===== src/rtl/instruction_memory_loader.sv =====
// Instruction memory with a sequential streaming loader, then byte-addressed fetch in RUN.
// Latency: writes visible to fetches one edge later; fetch data/fault/valid registered, 1 cycle.
// Backpressure: none; write accepted every cycle in LOAD, one fetch per cycle in RUN, no stalls.
module instruction_memory_loader #(
  parameter int DATA_WIDTH = 32,
  parameter int DEPTH      = 16,
  parameter int ADDR_WIDTH = 32
) (
  input  logic                           CLk,
  input  logic                           reset,
  input  logic                           loadStart,
  input  logic                           write,
  input  logic [DATA_WIDTH-1:0]          memoryInput,
  input  logic                           loadEnd,
  input  logic [ADDR_WIDTH-1:0]          address,
  input  logic                           readEnable,
  output logic [DATA_WIDTH-1:0]          instruction,
  output logic                           instrValid,
  output logic                           fault,
  output logic                           loadDone,
  output logic [$clog2(DEPTH+1)-1:0]     loadCount
);

  localparam int PTR_W = (DEPTH > 1) ? $clog2(DEPTH) : 1;
  localparam int IDX_W = ADDR_WIDTH - 2;
  localparam logic [PTR_W-1:0] LAST_PTR  = PTR_W'(DEPTH - 1);
  // Full-width bound so a non-power-of-two DEPTH is range-checked exactly
  localparam logic [IDX_W-1:0] DEPTH_IDX = IDX_W'(DEPTH);

  typedef enum logic [1:0] {
    IDLE = 2'd0,
    LOAD = 2'd1,
    RUN  = 2'd2
  } state_t;

  state_t                state;
  logic [PTR_W-1:0]      wr_ptr;
  logic [DATA_WIDTH-1:0] mem [DEPTH];

  logic [IDX_W-1:0] fetch_idx;
  logic             misaligned;
  logic             out_of_range;
  logic             mem_we;

  // Decode fetch address and the memory write strobe
  always_comb begin
    fetch_idx    = address[ADDR_WIDTH-1:2];
    misaligned   = (address[1:0] != 2'b00);
    out_of_range = (fetch_idx >= DEPTH_IDX);
    // Reset wins over a write in the same cycle, so an abandoned load stores nothing more
    mem_we       = (state == LOAD) && write && !reset;
  end

  // Storage array: no reset, contents survive reset and reload
  always_ff @(posedge CLk) begin
    if (mem_we) begin
      mem[wr_ptr] <= memoryInput;
    end
  end

  // Control FSM with registered fetch outputs and load status
  always_ff @(posedge CLk) begin
    if (reset) begin
      state       <= IDLE;
      wr_ptr      <= '0;
      loadCount   <= '0;
      loadDone    <= 1'b0;
      instruction <= '0;
      instrValid  <= 1'b0;
      fault       <= 1'b0;
    end else begin
      // Valid and fault are single-cycle pulses tied to an accepted fetch
      instrValid <= 1'b0;
      fault      <= 1'b0;
      case (state)
        IDLE: begin
          if (loadStart) begin
            state     <= LOAD;
            wr_ptr    <= '0;
            loadCount <= '0;
            loadDone  <= 1'b0;
          end
        end
        LOAD: begin
          if (write) begin
            wr_ptr    <= wr_ptr + 1'b1;
            loadCount <= loadCount + 1'b1;
          end
          // Leaving on the last slot means the memory can never overflow
          if ((write && (wr_ptr == LAST_PTR)) || loadEnd) begin
            state    <= RUN;
            loadDone <= 1'b1;
          end
        end
        RUN: begin
          if (loadStart) begin
            // Reload takes priority; any fetch requested this cycle is dropped
            state     <= LOAD;
            wr_ptr    <= '0;
            loadCount <= '0;
            loadDone  <= 1'b0;
          end else if (readEnable) begin
            instrValid <= 1'b1;
            if (misaligned || out_of_range) begin
              instruction <= '0;
              fault       <= 1'b1;
            end else begin
              instruction <= mem[fetch_idx[PTR_W-1:0]];
            end
          end
        end
        default: begin
          state <= IDLE;
        end
      endcase
    end
  end

endmodule


===== config.mk =====
export PLATFORM = sky130hd
export DESIGN_NAME = instruction_memory_loader
export DESIGN_NICKNAME = d
export VERILOG_FILES = /design/src/rtl/instruction_memory_loader.sv
export SDC_FILE = /design/constraint.sdc
export NUM_CORES = 1
export LEC_CHECK = 0
export ABC_AREA = 1
export CAP_MARGIN = 10
export CORE_ASPECT_RATIO = 1.5
export CORE_UTILIZATION = 54
export CTS_BUF_LIST = sky130_fd_sc_hd__clkbuf_8
export CTS_CLUSTER_SIZE = 10
export DETAILED_ROUTE_END_ITERATION = 12
export GPL_TIMING_DRIVEN = 0
export PLACE_DENSITY = 0.79
export SETUP_SLACK_MARGIN = 0.02
export SYNTH_ARGS = -nofsm -noshare
export SYNTH_HDL_FRONTEND = slang
export SYNTH_SLANG_ARGS = --single-unit

===== constraint.sdc =====
create_clock -name CLk -period 3.74 [get_ports CLk]
set_input_delay 0.748 -clock CLk [delete_from_list [all_inputs] [get_ports CLk]]
set_output_delay 0.748 -clock CLk [all_outputs]
set_load 0.05 [all_outputs]

# Yosys cells after proc, flatten, opt, wreduce, memory -nomap -nowiden
# Memories as Yosys holds them, arrays and structs flattened.
# Index checks and enable logic that the tools add are counted.
# totals
ram_bits	512
out_inout_bits	40
regBits	46
memories	1
input_bits	70
wordCells	53
# mem_list
memory	depth	word_bits	rd	rd_clocked_by_memory_dff	wr	line	rtl
mem	16	32	1	0	1	38	logic [DATA_WIDTH-1:0] mem [DEPTH];
# op_classes
n_eq_ne	6
bitwise	3
muxes	17
n_reduce_logical	16
order_cmp	1
n_addsub	2
# op_table
operator	count
$mux 32	1
$ge 30x5->1 const B	1
$mux 5	2
$pmux 5 s2	1
$reduce_and 3->1	3
$mux 4	2
$pmux 4 s2	1
$mux 1	6
$add 5x1->5 const B	1
$add 4x1->4 const B	1
$eq 4x4->1 const B	1
$mux 2	2
$ne 2x1->1 const B	2
$pmux 2 s2	1
$reduce_bool 2->1	2
$reduce_or 4->1	1
$logic_and 1x1->1	3
$not 1->1	3
$reduce_or 3->1	1
$eq 2x1->1 const B	1
$eq 2x2->1 const B	1
$logic_not 2->1	1
$logic_or 1x1->1	2
$ne 2x2->1 const B	1
4 further kinds	4

# Logic depth before layout (Yosys ltp)
# logic_depth
ltp_word	5
depth_mapped	10
mapped_depth_nobuf	9

# Worst setup path before layout
# Ideal clock, no wire load.
# synth_timing
kind	input -> register
start	input port write
end	memory mem[0][0], enable pin
n_path_buf	0
stages	4
setup_time_ns	0.421
setup_slack_ns	0.725
arrival_time_ns	2.594
required_ns	3.319
cell_sequence	nand2_2 -> nor2_1 -> nand2_1 -> nor2_1
# synth_via
elab_chain_cells	4
# synth_rtl
element	line	rtl
from (decl)	12	input logic write,
$logic_and 1x1->1 (2 in a row)	51	mem_we = (state == LOAD) && write && !reset;
$mux 1	56	if (mem_we) begin
$mux 1 (not written as such)	57	mem[wr_ptr] <= memoryInput;
to (decl)	38	
# Every way passes these cells.

# Worst setup path after layout
# layout_timing
start	input port write
end	memory mem[14][26], enable pin
# The elaborated chain is that of the path after synthesis.

==> out/metrics.cfg <==
[clocking]
cts_buffers = 78
max-clock-path-buffers = 3
quantity_of_gates_resized_following_cts = 0
tritoncts = built
tritoncts_num_sinks = 558
holdBufCountCts = 0
worst_setup_hold_path_clk_slew_ns = 0.06
clk-insertion-delay-late_ns = 0.68
cts-htree-levels = 3
clock_root_buffer_master = clkbuf_8
post_cts_buffers = 0

[layout]
layoutNonFillerInstCount = 2620
final_net_count = 2126
most_common_library_cell_in_the_layout_ignoring_fill_and_taps = nand2_1
layout-area-overhead-vs-synth_pct = 16.3
layout-drive-gt1-share = 0.0971
highest_count_cells_in_the_layout_ignoring_fill_and_taps = nand2_1 (572), edfxtp_1 (512), nand3_1 (481), clkdlybuf4s50_1 (107), clkbuf_8 (80)

[critical_path]
family_with_the_most_delay_on_the_worst_path = simple AND/OR/NAND/NOR gates
critPathSlowestCell = nor2_4
cp_data_arrival_time_ns = 3.16
setup.worst_path.end_class = flop
worstSetupStartpoint = write
critical_path.reg2reg.startpoint = state[0]$_SDFFE_PP0N_
crit_path_launch_type = input port
crit_type = in2reg
critPathBufInv = 2
cpPeakStageDelay_ns = 0.82
critical_path_required_ns = 4.10
crit_fanout = 19
worstPathCellList = clkdlybuf4s50_1 -> nand2_2 -> nor2_1 -> nand2_1 -> nor2_4 -> buf_16

[sta]
final.min_clock_period_ns = 2.80
slew_violations = 0
min_period_over_period = 0.749
worst_slew_pin_slew_ns = 1.09
rsz0062_at_grt = false
setup_violations = 0
fin_tns_setup_ns = 0
final_hold_violation_count = 0
max_slew_margin = 0.273
clock-skew-final_ns = 0.0367
fmaxAchievable_mhz = 357

[routing]
final_antenna_net_count = 0
detailedRoute.firstIterationViolations = 1968
postRouteWirelength_um = 64400
routedWlPerCell_um = 24.6
drt-vias-per-instance = 6.20
remaining_drc_errors = 0
vias = 16300
firstDrtPassIters = 7

[global_routing]
grt_pass1_vias = 16300
first_pass_grt_wire_length_um = 93700
grt_start_max_net_pins = 28
grt_antenna_before_repair = 3
global_route_overflow = 0
track_usage = 0.310

[min_path]
hold_path.startpoint = instruction[25]$_SDFFE_PP0P_
worstHoldPathType = reg2reg

[synth]
post_synth_inst_count = 1848
postSynthAreaPerCell_um2 = 11.9
synth_xor_xnor_area_share = 0
syn_nets = 1923
yosysWarnings = 0
synthAdderAreaFrac = 0.00284
netlist.top_cell.by_area = edfxtp_1
yosys_register_bits = 558
muxShareOfSynthArea = 0
dominant_combinational_cell_family_by_area_after_synthesis = simple AND/OR/NAND/NOR gates
simple_logic_cell_fraction_of_the_synthesized_area = 0.218
post_synth_num_cell_types = 28
synth-compound-area-share = 0.0110
cell_types_occupying_the_most_area_after_synthesis = edfxtp_1 (70%), nand3_1 (11%), nand2_1 (9.7%)
ys_seq_area_frac = 0.739
post_synth_top_area_share = 0.697
syn-cell-area_um2 = 22100

[pwr]
power.share.clock = 0.368
internal-power_mw = 9.17
vdd_drop_max_uv = 310
total_switching_power_mw = 2.84
switching_power_as_a_share_of_total_power = 0.236
power-per-cell-area_nw_per_um2 = 468
seqPwrFrac = 0.568
leakage_nw = 8.97
power.share.combinational = 0.064

[placed_design]
dpl.cell_count = 2477
dp.final_hpwl_um = 40800
finalWeightedCongestion = 0.861
io_buffer_count = 107

[floorplan]
die_footprint_um2 = 41700
core-area_um2 = 40200
core_rows = 90
initial_utilization = 0.549
die-height_um = 250
num_io_pins = 110
die_x_um = 167

[outcome]
status = complete, no violations

[flow_run]
maxCapViolCount = 0

==> metal layers <==
layer  track usage  vias up  routed length (um)
li1              -     6969                   -
met3        0.0660      319                7490
met4         0.225        2                4400
met5             0        -                  13
met2         0.531     1281               32300
met1         0.340     7682               20100
==> area by class of cell <==
class	count	area (um2)
antenna	2	5.00
buffer	115	586
clock buffer	80	1100
clock inverter	61	315
fill	2810	14500
inverter	15	56.3
multi-input combinational	1160	5250
sequential	558	16300
tap	506	633
timing repair buffer	123	1420
==> flip-flops by register name, summed over array words and instances (netlist names) <==
signal / cells
mem: 512
instruction: 32
loadCount: 5
wr_ptr: 4
state: 2
fault: 1
instrValid: 1
loadDone: 1
==> tightest hold or removal path: cells and delay by family, from the launching register on <==
kind | cells | cell delay [ns]
and+or+nand+nor | 1 | 0.06
AOI/OAI and AO/OA | 1 | 0.06
DFF | 1 | 0.31
==> power by group through the flow <==
stage / clock, mW / sequential, mW / combinational [mW]
final: 4.43 / 6.82 / 0.765
after global routing: 4.66 / 6.82 / 0.808
after CTS: 4.39 / 6.82 / 0.741
after detailed placement: 0 / 6.95 / 0.735
after global placement: 0 / 6.95 / 0.703
after floorplan: 0 / 6.96 / 0.367
==> final timing paths <==
path                                  endpoint  slack (ns)  cells past startpoint
setup / recovery         mem[14][26]$_DFFE_PP_        0.94                      6
setup reg to reg         mem[14][26]$_DFFE_PP_        0.96                      7
hold / removal    instruction[25]$_SDFFE_PP0P_        0.47                      2
hold reg to reg   instruction[25]$_SDFFE_PP0P_        0.47                      2
==> cells by family after synthesis <==
kind of cell | Yosys count
AO/OA/AOI/OAI | 46
adder cells (fa/ha/maj) | 5
buffers and inverters | 130
flip-flops | 558
AND/OR/NAND/NOR | 1109
==> through the flow <==
| step | power [mW] | setup slack, ns | area [um2] | hold slack [ns] | util |
|---|---|---|---|---|---|
| after floorplan | 7.33 | 0.725 | 22100 | 0.506 | - |
| after global placement | 7.66 | -1.53 | 23800 | 0.456 | 0.591 |
| after detailed placement | 7.69 | 0.332 | 24200 | 0.458 | 0.603 |
| after CTS | 12.0 | 1.01 | 25700 | 0.468 | 0.638 |
| after global routing | 12.3 | 0.868 | 25700 | 0.489 | 0.638 |
| final | 12.0 | 0.939 | 25700 | 0.467 | 0.638 |
==> cells in the mapped netlist <==
library cell and instances:
a211oi_1 2, a21oi_1 41, a32o_1 1, and2_0 1
and3_1 1, buf_1 20, buf_2 42, buf_4 19
buf_6 4, clkbuf_1 30, dfxtp_1 46, edfxtp_1 512
ha_1 5, inv_1 12, inv_2 3, nand2_1 572
nand2_2 3, nand2_4 1, nand3_1 481, nand4_1 1
nor2_1 39, nor2_2 2, nor2_4 1, nor3_1 5
nor3_4 1, o21a_1 1, o21ai_0 1, or2_0 1
Power figures use the tool's default switching activity.
